==> config.mk <==
export PLATFORM = sky130hd
export DESIGN_NAME = chacha_stream_block_flat
export DESIGN_NICKNAME = d
export VERILOG_FILES = /design/src/rtl/chacha_stream_if.sv /design/src/rtl/chacha_stream_block.sv /design/src/flat_wrapper.sv
export SDC_FILE = /design/constraint.sdc
export NUM_CORES = 2
export LEC_CHECK = 0
export CAP_MARGIN = 20
export CORE_MARGIN = 5
export CORE_UTILIZATION = 45
export CTS_CLUSTER_SIZE = 28
export DETAILED_ROUTE_END_ITERATION = 8
export REMOVE_ABC_BUFFERS = 1
export SKIP_CTS_REPAIR_TIMING = 1
export SYNTH_ARGS = -nofsm -noshare
export SYNTH_HDL_FRONTEND = slang
export SYNTH_SLANG_ARGS = --single-unit
==> constraint.sdc <==
create_clock -name clk -period 16.8 [get_ports clk]
set_clock_uncertainty 0.15 [all_clocks]
set_input_delay 3.36 -clock clk [delete_from_list [all_inputs] [get_ports clk]]
set_output_delay 3.36 -clock clk [all_outputs]
set_load 0.01 [all_outputs]
==> src/rtl/chacha_stream_if.sv <==
// Byte-wide host port of the ChaCha keystream engine.
//   data_in  : input-state byte, little-endian, word 0 byte 0 first
//   wr       : write strobe for data_in
//   rd       : pop the current output byte (only honoured while ready)
//   data_out : current output byte
//   ready    : a complete keystream block is available
//   busy     : engine is copying, computing, summing or incrementing
//   ctr_wrap : sticky flag, block counter overflowed on auto-increment
// master = host side, slave = engine side.
interface chacha_stream_if;
    logic [7:0] data_in;
    logic       wr;
    logic       rd;
    logic [7:0] data_out;
    logic       ready;
    logic       busy;
    logic       ctr_wrap;

    modport master (
        output data_in, wr, rd,
        input  data_out, ready, busy, ctr_wrap
    );

    modport slave (
        input  data_in, wr, rd,
        output data_out, ready, busy, ctr_wrap
    );
endinterface

==> src/rtl/chacha_stream_block.sv <==
// ChaCha keystream engine with byte-serial load and byte-serial readout.
// A 16x32 input state is written one byte at a time; writing byte 63 starts
// a block: one quarter-round per cycle, then the feed-forward add. The 64-byte
// result is popped one byte per rd. With AUTO_INC the counter field of the
// input state is incremented after the last byte and the next block starts
// without a reload.
// Ports:
//   clk   : clock
//   rst_n : synchronous active-low reset
//   bus   : chacha_stream_if.slave (data_in, wr, rd, data_out, ready, busy, ctr_wrap)
// Parameters:
//   ROUNDS    : total rounds (8, 12 or 20); CALC takes 4*ROUNDS cycles
//   CTR_WORDS : 1 = counter is s12, 2 = counter is s13:s12 (s12 low)
//   AUTO_INC  : 1 = increment counter and regenerate after the last read
//
// state  | meaning
// -------+-------------------------------------------------------------
// IDLE   | nothing loaded or block consumed without auto-increment
// LOAD   | receiving input-state bytes
// COPY   | working state <= input state
// CALC   | one quarter-round per cycle, 4*ROUNDS cycles
// SUM    | working state += input state (feed-forward)
// READY  | block available, bytes popped by rd
// INC    | counter field of input state incremented, then COPY
module chacha_stream_block #(
    parameter int ROUNDS    = 20,
    parameter int CTR_WORDS = 1,
    parameter int AUTO_INC  = 1
) (
    input  logic clk,
    input  logic rst_n,
    chacha_stream_if.slave bus
);

    localparam int NQR = 4 * ROUNDS;
    localparam int RCW = $clog2(NQR);
    localparam logic [RCW-1:0] RC_LAST = RCW'(NQR - 1);

    typedef enum logic [2:0] {
        S_IDLE, S_LOAD, S_COPY, S_CALC, S_SUM, S_READY, S_INC
    } state_t;

    state_t         state;
    logic [31:0]    in_st [16];
    logic [31:0]    w     [16];
    logic [5:0]     in_idx;
    logic [5:0]     out_idx;
    logic [RCW-1:0] rnd_cnt;
    logic           ready_r;
    logic           busy_r;
    logic           wrap_r;

    // Quarter-round operand selection. Bit 2 of rnd_cnt is the round parity:
    // even rounds use columns, odd rounds use diagonals, which shift the
    // b/c/d rows by 1/2/3 positions (mod 4).
    logic [1:0] q, qb, qc, qd;
    logic       diag;
    logic [3:0] ia, ib, ic, id;

    always_comb begin
        q    = rnd_cnt[1:0];
        diag = rnd_cnt[2];
        qb   = q + {1'b0, diag};
        qc   = q + {diag, 1'b0};
        qd   = q + {diag, diag};
        ia   = {2'b00, q};
        ib   = {2'b01, qb};
        ic   = {2'b10, qc};
        id   = {2'b11, qd};
    end

    logic [31:0] a0, b0, c0, d0;
    logic [31:0] a1, b1, c1, d1, t_d1, t_b1;
    logic [31:0] a2, b2, c2, d2, t_d2, t_b2;

    always_comb begin
        a0   = w[ia];
        b0   = w[ib];
        c0   = w[ic];
        d0   = w[id];
        a1   = a0 + b0;
        t_d1 = d0 ^ a1;
        d1   = {t_d1[15:0], t_d1[31:16]};
        c1   = c0 + d1;
        t_b1 = b0 ^ c1;
        b1   = {t_b1[19:0], t_b1[31:20]};
        a2   = a1 + b1;
        t_d2 = d1 ^ a2;
        d2   = {t_d2[23:0], t_d2[31:24]};
        c2   = c1 + d2;
        t_b2 = b1 ^ c2;
        b2   = {t_b2[24:0], t_b2[31:25]};
    end

    // Counter field: 32-bit uses s12 only; 64-bit carries into s13.
    logic [63:0] ctr_cur;
    logic [63:0] ctr_nxt;
    logic        ctr_ovf;

    always_comb begin
        if (CTR_WORDS == 2) begin
            ctr_cur = {in_st[13], in_st[12]};
            ctr_ovf = &ctr_cur;
        end else begin
            ctr_cur = {32'd0, in_st[12]};
            ctr_ovf = &ctr_cur[31:0];
        end
        ctr_nxt = ctr_cur + 64'd1;
    end

    assign bus.data_out = ready_r ? w[out_idx[5:2]][{out_idx[1:0], 3'b000} +: 8] : 8'h00;
    assign bus.ready    = ready_r;
    assign bus.busy     = busy_r;
    assign bus.ctr_wrap = wrap_r;

    always_ff @(posedge clk) begin
        if (!rst_n) begin
            state   <= S_IDLE;
            in_idx  <= '0;
            out_idx <= '0;
            rnd_cnt <= '0;
            ready_r <= 1'b0;
            busy_r  <= 1'b0;
            wrap_r  <= 1'b0;
            for (int i = 0; i < 16; i++) begin
                in_st[i] <= '0;
                w[i]     <= '0;
            end
        end else if (bus.wr) begin
            if (state == S_IDLE || state == S_LOAD) begin
                in_st[in_idx[5:2]][{in_idx[1:0], 3'b000} +: 8] <= bus.data_in;
                if (in_idx == 6'd0) begin
                    wrap_r <= 1'b0;
                end
                if (in_idx == 6'd63) begin
                    in_idx <= '0;
                    state  <= S_COPY;
                    busy_r <= 1'b1;
                end else begin
                    in_idx <= in_idx + 6'd1;
                    state  <= S_LOAD;
                end
            end else begin
                // A write outside loading abandons the current block and is
                // taken as byte 0 of a fresh input state.
                in_st[0][7:0] <= bus.data_in;
                in_idx        <= 6'd1;
                out_idx       <= '0;
                rnd_cnt       <= '0;
                state         <= S_LOAD;
                ready_r       <= 1'b0;
                busy_r        <= 1'b0;
                wrap_r        <= 1'b0;
            end
        end else begin
            case (state)
                S_COPY: begin
                    for (int i = 0; i < 16; i++) begin
                        w[i] <= in_st[i];
                    end
                    rnd_cnt <= '0;
                    state   <= S_CALC;
                end
                S_CALC: begin
                    w[ia] <= a2;
                    w[ib] <= b2;
                    w[ic] <= c2;
                    w[id] <= d2;
                    if (rnd_cnt == RC_LAST) begin
                        rnd_cnt <= '0;
                        state   <= S_SUM;
                    end else begin
                        rnd_cnt <= rnd_cnt + 1'b1;
                    end
                end
                S_SUM: begin
                    for (int i = 0; i < 16; i++) begin
                        w[i] <= w[i] + in_st[i];
                    end
                    out_idx <= '0;
                    state   <= S_READY;
                    busy_r  <= 1'b0;
                    ready_r <= 1'b1;
                end
                S_READY: begin
                    if (bus.rd) begin
                        if (out_idx == 6'd63) begin
                            out_idx <= '0;
                            ready_r <= 1'b0;
                            if (AUTO_INC != 0) begin
                                state  <= S_INC;
                                busy_r <= 1'b1;
                            end else begin
                                state <= S_IDLE;
                            end
                        end else begin
                            out_idx <= out_idx + 6'd1;
                        end
                    end
                end
                S_INC: begin
                    in_st[12] <= ctr_nxt[31:0];
                    if (CTR_WORDS == 2) begin
                        in_st[13] <= ctr_nxt[63:32];
                    end
                    if (ctr_ovf) begin
                        wrap_r <= 1'b1;
                    end
                    state <= S_COPY;
                end
                default: begin
                end
            endcase
        end
    end

endmodule

==> src/flat_wrapper.sv <==
// flat-port wrapper written by rule: the top's interface ports become plain ports
module chacha_stream_block_flat 
#(
    parameter int ROUNDS    = 20,
    parameter int CTR_WORDS = 1,
    parameter int AUTO_INC  = 1
)
  (clk, rst_n, bus_data_in, bus_wr, bus_rd, bus_data_out, bus_ready, bus_busy, bus_ctr_wrap);
  chacha_stream_if bus_i ();
  input  logic clk;
  input  logic rst_n;
  input wire logic [$bits(bus_i.data_in)-1:0] bus_data_in;
  input wire logic [$bits(bus_i.wr)-1:0] bus_wr;
  input wire logic [$bits(bus_i.rd)-1:0] bus_rd;
  output wire logic [$bits(bus_i.data_out)-1:0] bus_data_out;
  output wire logic [$bits(bus_i.ready)-1:0] bus_ready;
  output wire logic [$bits(bus_i.busy)-1:0] bus_busy;
  output wire logic [$bits(bus_i.ctr_wrap)-1:0] bus_ctr_wrap;
  assign bus_i.data_in = bus_data_in;
  assign bus_i.wr = bus_wr;
  assign bus_i.rd = bus_rd;
  assign bus_data_out = bus_i.data_out;
  assign bus_ready = bus_i.ready;
  assign bus_busy = bus_i.busy;
  assign bus_ctr_wrap = bus_i.ctr_wrap;
  chacha_stream_block #(.ROUNDS(ROUNDS), .CTR_WORDS(CTR_WORDS), .AUTO_INC(AUTO_INC)) u_core (.clk(clk), .rst_n(rst_n), .bus(bus_i));
endmodule
Word level (Yosys, flattened, before mapping)
Memories as Yosys holds them, arrays and structs flattened. A register that Yosys moved wholly into a read port is not among the register bits.
Index checks and enable logic that the tools add are counted.
{ "word_totals": {"reg_bits": 25, "ram_bits": 1024, "in_bits": 12, "out_inout_bits": 11, "elab_cells": 226, "n_memories": 2} }
{ "memory_table": {"columns": ["memory", "depth", "word_bits", "read_ports", "rd_clocked_by_memory_dff", "write_ports", "line_no", "rtl"], "rows": [
  ["u_core.in_st", 16, 32, 16, 0, 16, "chacha_stream_block.sv:44", "logic [31:0] in_st [16];"],
  ["u_core.w", 16, 32, 21, 2, 16, "chacha_stream_block.sv:45", "logic [31:0] w [16];"]
]} }
{ "op_classes": {"add_sub_neg": 28, "n_eq_ne": 15, "n_shift": 3, "muxes": 113, "bitwise": 38, "reduce_logical": 20} }
{ "op_table": {"columns": ["cell", "count"], "rows": [
  ["$mux 32", 40],
  ["$add 32x32->32", 20],
  ["$reduce_or 32->1", 5],
  ["$xor 32x32->32", 4],
  ["$mux 1", 42],
  ["$mux 4", 9],
  ["$mux 6", 6],
  ["$or 1x1->1", 34],
  ["$add 32x1->32 const B", 1],
  ["$reduce_and 32->1", 1],
  ["$shift 8x7->32 const A", 1],
  ["$shiftx 32x6->8", 1],
  ["$shiftx 8x7->32", 1],
  ["$mux 7", 3],
  ["$mux 8", 2],
  ["$pmux 3 s5", 1],
  ["$pmux 7 s2", 1],
  ["$add 6x1->6 const B", 2],
  ["$eq 6x6->1 const B", 2],
  ["$mux 3", 4],
  ["$pmux 6 s2", 1],
  ["$reduce_and 4->1", 3],
  ["$eq 3x3->1 const B", 3],
  ["$ne 3x3->1 const B", 3],
  ["19 further kinds", 27]
]} }

Depth between registers and ports, before layout
An unclocked memory read counts as a cell.
{ "depth": {"depth_word": 11, "mapped_depth": 75, "ltp_nobuf": 73} }

Worst setup path after synthesis
Ideal clock, no wire load.
{ "synth_path": {"path_kind": "flip-flop to flip-flop", "start": "register u_core.rnd_cnt[0]", "end": "memory u_core.w[5][5], data pin", "setup_ps": 266, "arrival_ps": 15940, "t_required_ps": 16384, "path_slack_ps": 443, "stages_incl_launch_ff": 73, "n_path_buf": 4, "period_less_slack_ps": 16357, "cell_sequence": "dfxtp_1 ha_1 buf_1 clkbuf_1 clkbuf_1 buf_1 mux4_2 ha_1 a21o_1 a21o_1 a41o_1 a311o_4 o21a_1 a21oi_1 o31ai_1 a21o_1 a21oi_1 xnor2_1 (+37 left out) o21bai_1 a21oi_1 o21bai_1 a21oi_1 o21bai_1 a21oi_1 o21bai_1 a21oi_1 o21bai_1 a211oi_1 nor4_1 a2111oi_0 nor3_1 a21o_1 a21oi_1 xnor2_1 xnor2_1 o21ai_0"} }
{ "synth_rtl": {"columns": ["item", "line_no", "rtl"], "rows": [
  ["start, declared", "chacha_stream_block.sv:48", "logic [RCW-1:0] rnd_cnt;"],
  ["start signal, assigned", "chacha_stream_block.sv:173", "rnd_cnt <= rnd_cnt + 1'b1;"],
  ["end, declared", "chacha_stream_block.sv:45", null]
]} }

==> flow_summary_export.csv <==
group,metric,value,unit
detailed_routing,vias_per_cell,6.709,
logic_synthesis,synthCells,7786,
finish,drive_above_1_share,10.62,%
floorplanning,dieWidth,429.8,um
setup_path,reg2regPathDepth,72,
cts,cts_tree,"built",
floorplanning,io_pins,23,
floorplanning,rows,154,
logic_synthesis,synth_seq_area_share,39.55,%
logic_synthesis,synthXorXnorAreaFrac,8.170,%
setup_path,critPathMaxStageDelay,590,ps
logic_synthesis,yosys_warnings,0,
setup_path,critPathSlowestCell,"mux4_2",
pwr,powerDensity,136.6,nW/um^2
detailed_routing,wl_met2,143300,um
logic_synthesis,yosysTopAreaCell,"edfxtp_1",
logic_synthesis,synth_top_family_by_area,"compound AO/OA/AOI/OAI gates",
finish,syn_to_final_growth,10.26,%
setup_path,r2r-start,"u_core.rnd_cnt[2]",
logic_synthesis,synth_simple_gate_area_share,13.36,%
cts,clock_path_buffers,3,
global_route,grt_pass1_vias,64818,
cts,path_clk_slew,60,ps
detailed_routing,top_layer,"met5",
detailed_routing,wl_met3,41100,um
setup_path,r2r_slack,530,ps
floorplanning,initial_core_util,45.14,%
sta,setup_viol,0,
logic_synthesis,synth_seq_cells,1055,
setup_path,worstSetupStartpointType,"flip-flop",
logic_synthesis,syn-cell-area,79320,um^2
global_route,grt.overflow.total,0,
detailed_routing,wl_per_cell,32.52,um
finish,num-nets-final,8480,
min_path,min_path_type,"reg -> reg",
detailed_routing,dr.pass1.iters,7,
min_path,holdCritStartpoint,"u_core.rnd_cnt[6]",
sta,fmax,61.44,MHz
global_route,antenna_found_initial,50,
setup_path,required,17170,ps
pwr,ir_drop,0.1766,mV
cts,insertion_delay,800,ps
logic_synthesis,ys_async_sr_fraction,0,%
detailed_routing,ant_nets,0,
pwr,leakage,33.20,nW
sta,slew_headroom,14.75,%
place,dp_hpwl,254800,um
cts,htreeDepth,4,
floorplanning,core_area,175700,um^2
sta,timing.final.crit_share,96.87,%
sta,tightestPinTransition,1279,ps
logic_synthesis,ys.flop_type,"edfxtp_1",
logic_synthesis,synth_mux_area_share,8.613,%
logic_synthesis,yosysTopAreaCellShare,38.77,%
setup_path,cp_max_fo,5,
place,gp_congestion,1.153,
detailed_routing,first_iter_violations,9451,
logic_synthesis,synth_edf_count,1024,
logic_synthesis,synth_compound_area_share,17.07,%
logic_synthesis,synth_top_cells_by_area,"edfxtp_1 39%, ha_1 9.9%, mux4_2 8.4%, nor2_1 4.7%, xnor2_1 4.2%",
sta,fin_crit,16270,ps
place,portBuffers,22,
cts,clock-root-buffer,"clkbuf_16",
detailed_routing,wl_met1,125300,um
min_path,min_path_cells,2,
status,run_status,"finished, final reports clean",
detailed_routing,vias,68973,
flow_run,drv_cap,0,
setup_path,cp.arrival,16640,ps
detailed_routing,route.detailed.drc,0,
logic_synthesis,postSynthAreaPerCell,10.19,um^2
logic_synthesis,synthAdderAreaFrac,10.40,%
setup_path,cp-end-kind,"flip-flop",
place,dp_cells,10017,
finish,fin_area,87450,um^2
finish,finalNonFillerCells,10280,
global_route,grt_max_degree,169,
cts,cts_buffers,131,
finish,num-fill-cells,16023,
global_route,grt_pass1_wl,465900,um
detailed_routing,wirelength,334300,um
sta,hold_viol_final,0,
setup_path,critPathKind,"reg -> reg",
setup_path,regToRegEndpoint,"u_core.w[5][6]",
logic_synthesis,yosys.cell_types.count,101,
cts,clock_sinks,1055,
min_path,hold_end,"u_core.rnd_cnt[6]",
global_route,track_usage,34.90,%
floorplanning,dieArea,184800,um^2
place,placed_cell_area,82990,um^2
sta,drv_slew,0,
floorplanning,die_h,429.8,um
==> worst max-delay path, delay by kind of cell (launching register included) <==
family / cells / cell delay (ps)
adders and majority gates: 6 / 1910
DFF: 1 / 400
muxes: 1 / 590
and+or+nand+nor: 9 / 1560
AOI/OAI and AO/OA: 44 / 8880
xor gates and xnor gates: 10 / 2320
buffers and inverters: 2 / 170
==> through the flow <==
stage | utilization (%) | setup slack [ps] | setup TNS [ps] | total power, W | hold slack [ps]
finish | 49.77 | 525.2 | 0 | 0.01194 | 384.6
global route | 49.74 | -48.27 | -127.7 | 0.01205 | 426.7
CTS | 49.52 | -173.4 | -900.8 | 0.01139 | 382.3
detailed placement | 47.23 | -44.14 | -220.8 | 0.008621 | 371.4
global placement | 47.19 | 157.7 | 0 | 0.008595 | 346.5
floorplan | - | -1268 | -86060 | 0.005630 | 325.5
==> cells in the final DEF, fill, tap and decap left out, types with 30 or more instances in the layout <==
cell and count:
and2_1 50, a31oi_1 30, nand3_1 167, nor2b_1 55
clkinv_1 30, and3_1 46, o31ai_1 34, o221ai_1 121
xor2_1 309, buf_4 197, mux4_2 296, a221o_1 32
a21boi_0 34, a22oi_1 114, o22ai_1 156, nor2_1 992
ha_1 623, edfxtp_1 1024, inv_1 270, a211oi_1 54
o21a_1 48, nand2_1 704, clkbuf_16 134, o21ai_0 343
nor3_1 160, a221oi_1 55, xnor2_1 366, a21o_1 135
nand2b_1 75, o21bai_1 80, a21oi_1 518, or3_1 55
==> how the worst max path moves through the flow <==
stage	from	endpoint	slack (ps)	depth (start not counted)
after floorplan	u_core.rnd_cnt[0]	u_core.w[8][31]	-1270	69
after CTS	u_core.rnd_cnt[2]	u_core.w[7][5]	-170	73
after detailed placement	u_core.rnd_cnt[2]	u_core.w[6][1]	-40	71
final	u_core.rnd_cnt[2]	u_core.w[5][6]	530	72
after global placement	u_core.rnd_cnt[2]	u_core.w[4][5]	160	72
after global routing	u_core.rnd_cnt[2]	u_core.w[5][6]	-50	72
==> final cells by class <==
| type | instances | area, um^2 | share of cell area [%] |
|---|---|---|---|
| Multi-Input combinational cell | 6133 | 46130 | 52.75 |
| Sequential cell | 1055 | 31380 | 35.89 |
| Clock buffer | 160 | 3461 | 3.957 |
| Tap cell | 2340 | 2928 | 3.348 |
| Timing Repair Buffer | 232 | 1913 | 2.188 |
| Inverter | 270 | 1013 | 1.159 |
| Clock inverter | 69 | 568.0 | 0.6495 |
| Antenna cell | 21 | 52.55 | 0.06009 |
==> flip-flops by register name, summed over array words and instances (netlist names), named ones only <==
register and cells:
u_core.w 512, u_core.in_idx 6, u_core.state 3, u_core.rnd_cnt 7, u_core.in_st 512, u_core.bus.ctr_wrap 1
u_core.bus.ready 1, u_core.bus.busy 1, u_core.out_idx 6
==> where the power goes <==
part / internal [W] / leakage [nW] / total (W) / switching (W)
logic: 0.00163 / 20.4 / 0.00607 / 0.00444
registers: 0.00298 / 10.8 / 0.00308 / 0.0000937
clock network: 0.00157 / 1.98 / 0.00279 / 0.00122
==> synth_stat cells, drive strengths merged, types with 32 or more instances <==
| cell type | number |
|---|---|
| edfxtp | 1024 |
| nor2 | 995 |
| nand2 | 713 |
| ha | 625 |
| a21oi | 525 |
| xnor2 | 387 |
| o21ai | 369 |
| xor2 | 323 |
| mux4 | 296 |
| clkbuf | 286 |
| inv | 270 |
| nor3 | 173 |
| nand3 | 167 |
| o22ai | 156 |
| a21o | 135 |
| o221ai | 121 |
| a22oi | 114 |
| o21bai | 81 |
| nand2b | 75 |
| a221oi | 58 |
| a211oi | 57 |
| or3 | 56 |
| nor2b | 55 |
| and2 | 52 |
| and3 | 50 |
| o21a | 48 |
| buf | 42 |
| a31oi | 36 |
| o31ai | 36 |
| a21boi | 34 |
| a221o | 32 |
| o211ai | 32 |
==> kinds of logic after synthesis <==
kind of cell	after synthesis
and+or+nand+nor	2433
AOI/OAI and AO/OA	2025
DFF	1055
xor gates and xnor gates	715
adders and majority gates	648
buffers and inverters	598
muxes	312
==> routing by layer <==
layer,global-route usage (%),vias up
met3,10.20,977
met2,52.44,4274
li1,-,29566
met1,44.58,34136
met4,21.13,20
met5,0,-
Power figures use the tool's default switching activity.
